<file path="src/rtl/mips_muldiv_pkg.sv">
// Shared types and sizing helpers for the MIPS multiply/divide unit.
package mips_muldiv_pkg;

    localparam int MD_WIDTH = 32;

    typedef enum logic [1:0] {
        OP_MULT  = 2'd0,
        OP_MULTU = 2'd1,
        OP_DIV   = 2'd2,
        OP_DIVU  = 2'd3
    } op_e;

    typedef enum logic [1:0] {
        S_IDLE = 2'd0,
        S_RUN  = 2'd1,
        S_FIX  = 2'd2
    } state_e;

    // Iteration counter width for a given operand width (at least one bit).
    function automatic int cnt_width(input int w);
        return (w > 1) ? $clog2(w) : 1;
    endfunction

    localparam int MD_CNT_W = cnt_width(MD_WIDTH);

endpackage

</file>
<file path="src/rtl/mips_muldiv_step.sv">
// One iteration of the unsigned shift-add multiplier / restoring divider.
// Multiply: {acc, sh} is the partial product, sh starts as the multiplier.
// Divide:   {acc, sh} is the partial remainder, sh collects quotient bits.
module mips_muldiv_step #(
    parameter int WIDTH = 32
) (
    input  logic             is_div_i,
    input  logic [WIDTH-1:0] acc_i,
    input  logic [WIDTH-1:0] sh_i,
    input  logic [WIDTH-1:0] opnd_i,
    output logic [WIDTH-1:0] acc_o,
    output logic [WIDTH-1:0] sh_o
);

    logic [WIDTH:0] sum;
    logic [WIDTH:0] shifted;
    logic           fits;

    // Select between add-and-shift-right and shift-left-and-trial-subtract.
    always_comb begin
        sum     = {1'b0, acc_i} + (sh_i[0] ? {1'b0, opnd_i} : '0);
        shifted = {acc_i, sh_i[WIDTH-1]};
        fits    = (shifted >= {1'b0, opnd_i});
        acc_o   = sum[WIDTH:1];
        sh_o    = {sum[0], sh_i[WIDTH-1:1]};
        if (is_div_i) begin
            // Remainder stays below the divisor, so the difference fits WIDTH bits.
            acc_o = fits ? WIDTH'(shifted - {1'b0, opnd_i}) : shifted[WIDTH-1:0];
            sh_o  = {sh_i[WIDTH-2:0], fits};
        end
    end

endmodule

</file>
<file path="src/rtl/mips_muldiv_unit.sv">
// Iterative MULT/MULTU/DIV/DIVU engine owning the architectural HI/LO pair.
// Operates on magnitudes for WIDTH cycles, then a single FIX cycle applies
// signs and writes HI/LO. MTHI/MTLO writes abort any operation in flight.
module mips_muldiv_unit
    import mips_muldiv_pkg::*;
#(
    parameter int WIDTH = MD_WIDTH
) (
    input  logic             clk,
    input  logic             reset,
    input  logic             clk_enable,
    input  logic             start,
    input  logic [1:0]       op,
    input  logic [WIDTH-1:0] rs_data,
    input  logic [WIDTH-1:0] rt_data,
    input  logic             hi_write,
    input  logic             lo_write,
    input  logic [WIDTH-1:0] wr_data,
    output logic             busy,
    output logic             done,
    output logic [WIDTH-1:0] hi,
    output logic [WIDTH-1:0] lo
);

    localparam int CNT_W = cnt_width(WIDTH);

    state_e             state_q;
    logic [CNT_W-1:0]   cnt_q;
    logic               busy_q, done_q;
    logic [WIDTH-1:0]   hi_q, lo_q;

    logic [WIDTH-1:0]   acc_q, sh_q, opnd_q, dvd_q;
    logic               is_div_q, neg_res_q, neg_rem_q, div0_q;

    op_e                op_sel;
    logic               is_div, is_signed, a_neg, b_neg, wr_any, accept;
    logic [WIDTH-1:0]   a_mag, b_mag;
    logic [WIDTH-1:0]   acc_nxt, sh_nxt;
    logic [2*WIDTH-1:0] prod, prod_fix;
    logic [WIDTH-1:0]   fix_hi, fix_lo;

    assign op_sel    = op_e'(op);
    assign is_div    = (op_sel == OP_DIV) || (op_sel == OP_DIVU);
    assign is_signed = (op_sel == OP_MULT) || (op_sel == OP_DIV);
    assign a_neg     = is_signed & rs_data[WIDTH-1];
    assign b_neg     = is_signed & rt_data[WIDTH-1];
    assign a_mag     = a_neg ? -rs_data : rs_data;
    assign b_mag     = b_neg ? -rt_data : rt_data;
    assign wr_any    = hi_write | lo_write;
    assign accept    = (state_q == S_IDLE) && start;

    mips_muldiv_step #(.WIDTH(WIDTH)) u_step (
        .is_div_i (is_div_q),
        .acc_i    (acc_q),
        .sh_i     (sh_q),
        .opnd_i   (opnd_q),
        .acc_o    (acc_nxt),
        .sh_o     (sh_nxt)
    );

    // Sign correction and special-case mapping of the final magnitudes.
    always_comb begin
        prod     = {acc_q, sh_q};
        prod_fix = neg_res_q ? -prod : prod;
        fix_hi   = prod_fix[2*WIDTH-1:WIDTH];
        fix_lo   = prod_fix[WIDTH-1:0];
        if (is_div_q) begin
            if (div0_q) begin
                fix_hi = dvd_q;
                fix_lo = '1;
            end else begin
                fix_hi = neg_rem_q ? -acc_q : acc_q;
                fix_lo = neg_res_q ? -sh_q : sh_q;
            end
        end
    end

    // Datapath: load magnitudes on accept, iterate while running.
    always_ff @(posedge clk) begin
        if (clk_enable) begin
            if (accept) begin
                acc_q     <= '0;
                sh_q      <= is_div ? a_mag : b_mag;
                opnd_q    <= is_div ? b_mag : a_mag;
                dvd_q     <= rs_data;
                is_div_q  <= is_div;
                neg_res_q <= a_neg ^ b_neg;
                neg_rem_q <= a_neg;
                div0_q    <= (rt_data == '0);
            end else if (state_q == S_RUN) begin
                acc_q <= acc_nxt;
                sh_q  <= sh_nxt;
            end
        end
    end

    // Control FSM with registered busy/done and the architectural HI/LO.
    always_ff @(posedge clk) begin
        if (reset) begin
            state_q <= S_IDLE;
            cnt_q   <= '0;
            busy_q  <= 1'b0;
            done_q  <= 1'b0;
            hi_q    <= '0;
            lo_q    <= '0;
        end else if (clk_enable) begin
            done_q <= 1'b0;
            if (hi_write) hi_q <= wr_data;
            if (lo_write) lo_q <= wr_data;
            case (state_q)
                S_IDLE: begin
                    if (start) begin
                        cnt_q   <= CNT_W'(WIDTH - 1);
                        busy_q  <= 1'b1;
                        state_q <= S_RUN;
                    end
                end
                S_RUN: begin
                    if (wr_any) begin
                        busy_q  <= 1'b0;
                        state_q <= S_IDLE;
                    end else begin
                        cnt_q <= cnt_q - 1'b1;
                        if (cnt_q == '0) state_q <= S_FIX;
                    end
                end
                S_FIX: begin
                    busy_q  <= 1'b0;
                    state_q <= S_IDLE;
                    if (!wr_any) begin
                        hi_q   <= fix_hi;
                        lo_q   <= fix_lo;
                        done_q <= 1'b1;
                    end
                end
                default: begin
                    busy_q  <= 1'b0;
                    state_q <= S_IDLE;
                end
            endcase
        end
    end

    assign busy = busy_q;
    assign done = done_q;
    assign hi   = hi_q;
    assign lo   = lo_q;

endmodule

</file>
<file path="config.mk">
export PLATFORM = sky130hd
export DESIGN_NAME = mips_muldiv_unit
export DESIGN_NICKNAME = d
export VERILOG_FILES = /design/src/rtl/mips_muldiv_pkg.sv /design/src/rtl/mips_muldiv_step.sv /design/src/rtl/mips_muldiv_unit.sv
export SDC_FILE = /design/constraint.sdc
export NUM_CORES = 1
export LEC_CHECK = 0
export ABC_AREA = 1
export CORE_ASPECT_RATIO = 1.75
export CORE_UTILIZATION = 46
export DETAILED_ROUTE_END_ITERATION = 10
export GPL_ROUTABILITY_DRIVEN = 0
export PLACE_DENSITY = 0.75
export REMOVE_ABC_BUFFERS = 1
export SLEW_MARGIN = 15
export SYNTH_ARGS = -nofsm -noshare
export SYNTH_HDL_FRONTEND = slang
export SYNTH_SLANG_ARGS = --single-unit
</file>
<file path="constraint.sdc">
create_clock -name clk -period 12.17 [get_ports clk]
set_input_delay 1.217 -clock clk [delete_from_list [all_inputs] [get_ports clk]]
set_output_delay 1.217 -clock clk [all_outputs]
set_load 0.02 [all_outputs]
</file>
==> impl_results.md <==
- Outcome: finished clean
- Number of buffers created by CTS: 20
- Count of instances resized after the clock tree is built: 0
- Count of clock tree sinks: slightly above 200
- Hold Fails Final Rpt: 0
- Placement row count: 100
- Count of port buffers added during placement: 169
- Residual overflow from global routing: 0
- Share of cells above drive strength 1: about 3.4%
- Leading register cell type out of synthesis: sky130_fd_sc_hd__edfxtp_1
- TritonCTS clock tree: built
- Maximum achievable frequency: roughly 0.25 GHz
- Number of nets in the final layout: 3578
- Antenna violations before repair: 5
- Critical Path Start Type: flip-flop
- Share of synthesized area occupied by flip-flops and latches: 27.1%
- Pins Over Slew Limit: 0
- Crit path time final: 3990 ps
- Routed WL: just over 80000 um
- Distinct cell type count of the synthesized netlist: between 40 and 50
- Number of antenna-violating nets in the routed design: 0
- Unrepaired setup endpoints after global routing: false
- Cell type of the slowest stage on the worst timing path: sky130_fd_sc_hd__edfxtp_1
- Place WS: around 8000 ps
- Cell leakage power: approximately 10 nW
- Share of synthesized registers carrying an async set or reset: 0%
- Vias in the first global route: 21400
- Std-Cell Core Area: approximately 43000 um^2
- Final critical-path share of the clock period: 32.8%
- Maxcap violations: 0
- Cells traversed along the worst timing path: ha_1, nand2_1, nor2_2, nand3_1, nor2_1, nand3_1, nand2_1, nor2_4, nand2_8, inv_4, nand2_1, o21ai_0, nor2_1
- Power Dens Cells: approximately 110 nW/um^2
- Overall fraction of global-route tracks in use: 36.5%
- Top-Level Pins: 170
- Clock Pin Slew Worst Setup and Hold Paths: 70 ps
- Actual slew at the worst max-slew pin: ~1000 ps
- Netlist area before placement: between 15000 and 20000 um^2
- Routed length per placed instance: ~21 um
- Critical path class: flip-flop to flip-flop
- H-tree depth: 1
- Longest Clk Path Bufs: 3
- Synthesis warning total: 0
- Starting density of the core: between 40% and 50%
- Synth area leader: sky130_fd_sc_hd__edfxtp_1
- Main area contributors after synthesis: sky130_fd_sc_hd__edfxtp_1 20%, sky130_fd_sc_hd__nand2_1 19%, sky130_fd_sc_hd__nand3_1 8.6%
- Root Driver: sky130_fd_sc_hd__clkbuf_16
- Relative slew slack: a little under a third
- Final setup margin: 8180 ps
- Type of the tightest min-delay check: flip-flop to flip-flop
- Die span in x: between 150 and 200 um
- Required time of the worst setup path: between 10000 and 15000 ps
- Fraction of post-synthesis cell area in the top cell type by area: between 15 and 20%
- Length of the first detailed-routing pass in iterations: 5
- Cell count after synthesis: 3321
- Via density: 5.83
- Violation count after the first detailed-route iteration: ~2600
- Count of flip-flops with a built-in enable after synthesis: approximately 130
- Final setup viols: 0
- R2R Setup Slk: between 8000 and 9000 ps
- Crit path arrival time: about 4300 ps
- Maximum fanout count along the critical path: 33
- Total vias in the final route: 23200
- Hpwl dp: roughly 63000 um
- Number of inserted filler cells in the final layout: 4360
- Worst vdd rail ir drop: 0.0000804 V
- Vertical extent of the die: roughly 280 um
- DRC: 0
- Wire length of the first global-routing pass: around 120000 um
- Longest individual stage delay on the worst path: ~600 ps
- Mean Syn Cell Area: 6.02 um^2
- Cell type with the highest occurrence count on the critical path: sky130_fd_sc_hd__nand2_1
- Number of setup buffers added after CTS: 0
- Total Negative Setup Slacks: 0 ps
- Hold bufs inserted after CTS: 0
- Clk_skew: 23.6 ps
- Flip-flop and latch count after synthesis: between 200 and 250
- Synth-to-Final Area Change: 13.4%
- Clock insertion delay at the later pin of the skew report: around 540 ps
- Die outline area: approximately 44000 um^2
- Maximum number of pins on one net before global-route repair: 83
- Type of destination of the critical path: flip-flop
## where the power goes
part / internal, mW / total, mW / switching, mW
clock network: 0.346 / 0.642 / 0.296
logic: 0.281 / 0.846 / 0.565
registers: 0.810 / 0.895 / 0.0846
total: 1.44 / 2.38 / 0.946
## registers in the layout (all words and copies together) (netlist names), 2 cells and up
| signal | flops |
|---|---|
| acc_q | 32 |
| cnt_q | 5 |
| dvd_q | 32 |
| hi | 32 |
| lo | 32 |
| opnd_q | 32 |
| sh_q | 32 |
| state_q | 2 |
## logic make-up (layout without fill, tap and decap cells)
family / Yosys count / in the layout / share of synthesized area, %
AND/OR/NAND/NOR: 1899 / 1899 / 40.0
other: 0 / 1 / 0
AO/OA/AOI/OAI: 526 / 526 / 13.8
buffers and inverters: 517 / 612 / 9.98
adder cells (fa/ha/maj): 72 / 72 / 4.58
flip-flops: 205 / 205 / 27.1
multiplexers: 1 / 1 / 0.0501
XOR/XNOR: 101 / 101 / 4.43
## placed cells by master, fill, tap and decap left out, drive strengths merged, types with 5 or more instances in the layout
cell type,count
or2,6
nor3,26
edfxtp,132
dfxtp,73
o211ai,17
inv,383
nor2,408
o21ai,219
xor2,86
clkdlybuf4s50,167
clkinv,10
buf,23
nand3b,19
clkbuf,27
nor4,8
nand4,45
o22ai,5
nand2,1029
a21oi,250
xnor2,15
a31oi,15
ha,70
o21bai,9
nand3,357
## synthesized netlist by cell type, types with 16 or more instances
cell / number
sky130_fd_sc_hd__inv_1: 374
sky130_fd_sc_hd__buf_1: 22
sky130_fd_sc_hd__nor3_1: 24
sky130_fd_sc_hd__nand2_1: 1020
sky130_fd_sc_hd__edfxtp_1: 132
sky130_fd_sc_hd__nand4_1: 45
sky130_fd_sc_hd__nor2_2: 16
sky130_fd_sc_hd__ha_1: 70
sky130_fd_sc_hd__dfxtp_1: 73
sky130_fd_sc_hd__nand3_1: 345
sky130_fd_sc_hd__clkbuf_1: 91
sky130_fd_sc_hd__xor2_1: 86
sky130_fd_sc_hd__nor2_1: 391
sky130_fd_sc_hd__o211ai_1: 17
sky130_fd_sc_hd__a21oi_1: 249
sky130_fd_sc_hd__o21ai_0: 203
sky130_fd_sc_hd__nand3b_1: 19
## critical path: cells and delay by family, from the launching register on
family                   cells  cell delay, ps
flip-flops                   1             600
buffers and inverters        1             300
AND/OR/NAND/NOR             10            2060
AO/OA/AOI/OAI                1             310
adder cells (fa/ha/maj)      1             440
## metrics by stage
step	power [mW]	instance area, um^2	util (%)	hold slack, ps	cells
after detailed placement	1.71	22000	51.6	473	3941
after global routing	2.49	22700	53.1	497	3977
final	2.38	22700	53.1	483	3978
after CTS	2.35	22700	53.1	482	3977
after global placement	1.71	22000	51.6	467	3941
after floorplan	1.41	19400	-	449	3190
## routing by layer
metal | GRT usage, % | part of all wire [%]
met1 | 36.8 | 32
met2 | 62.6 | 48
met3 | 7.79 | 9.0
met4 | 33.8 | 10
met5 | 0 | 0.064
## worst paths after layout
path	from	to	cells after the start
max	acc_q[5]	acc_q[31]	13
min	hi[1]	hi[1]	2
max reg2reg	acc_q[5]	acc_q[31]	13
min reg2reg	hi[1]	hi[1]	2
## layout make-up
cell class                 count  area, um^2  share of cell area, %
multi-input combinational   2599       12600                   55.6
sequential                   205        5430                   23.9
timing repair buffer         190        1840                   8.12
inverter                     386        1450                   6.41
tap                          561         702                   3.10
clock buffer                  27         557                   2.46
clock inverter                 9        87.6                  0.386
antenna                        1        2.50                 0.0110
(Power assumes the default switching activity.)
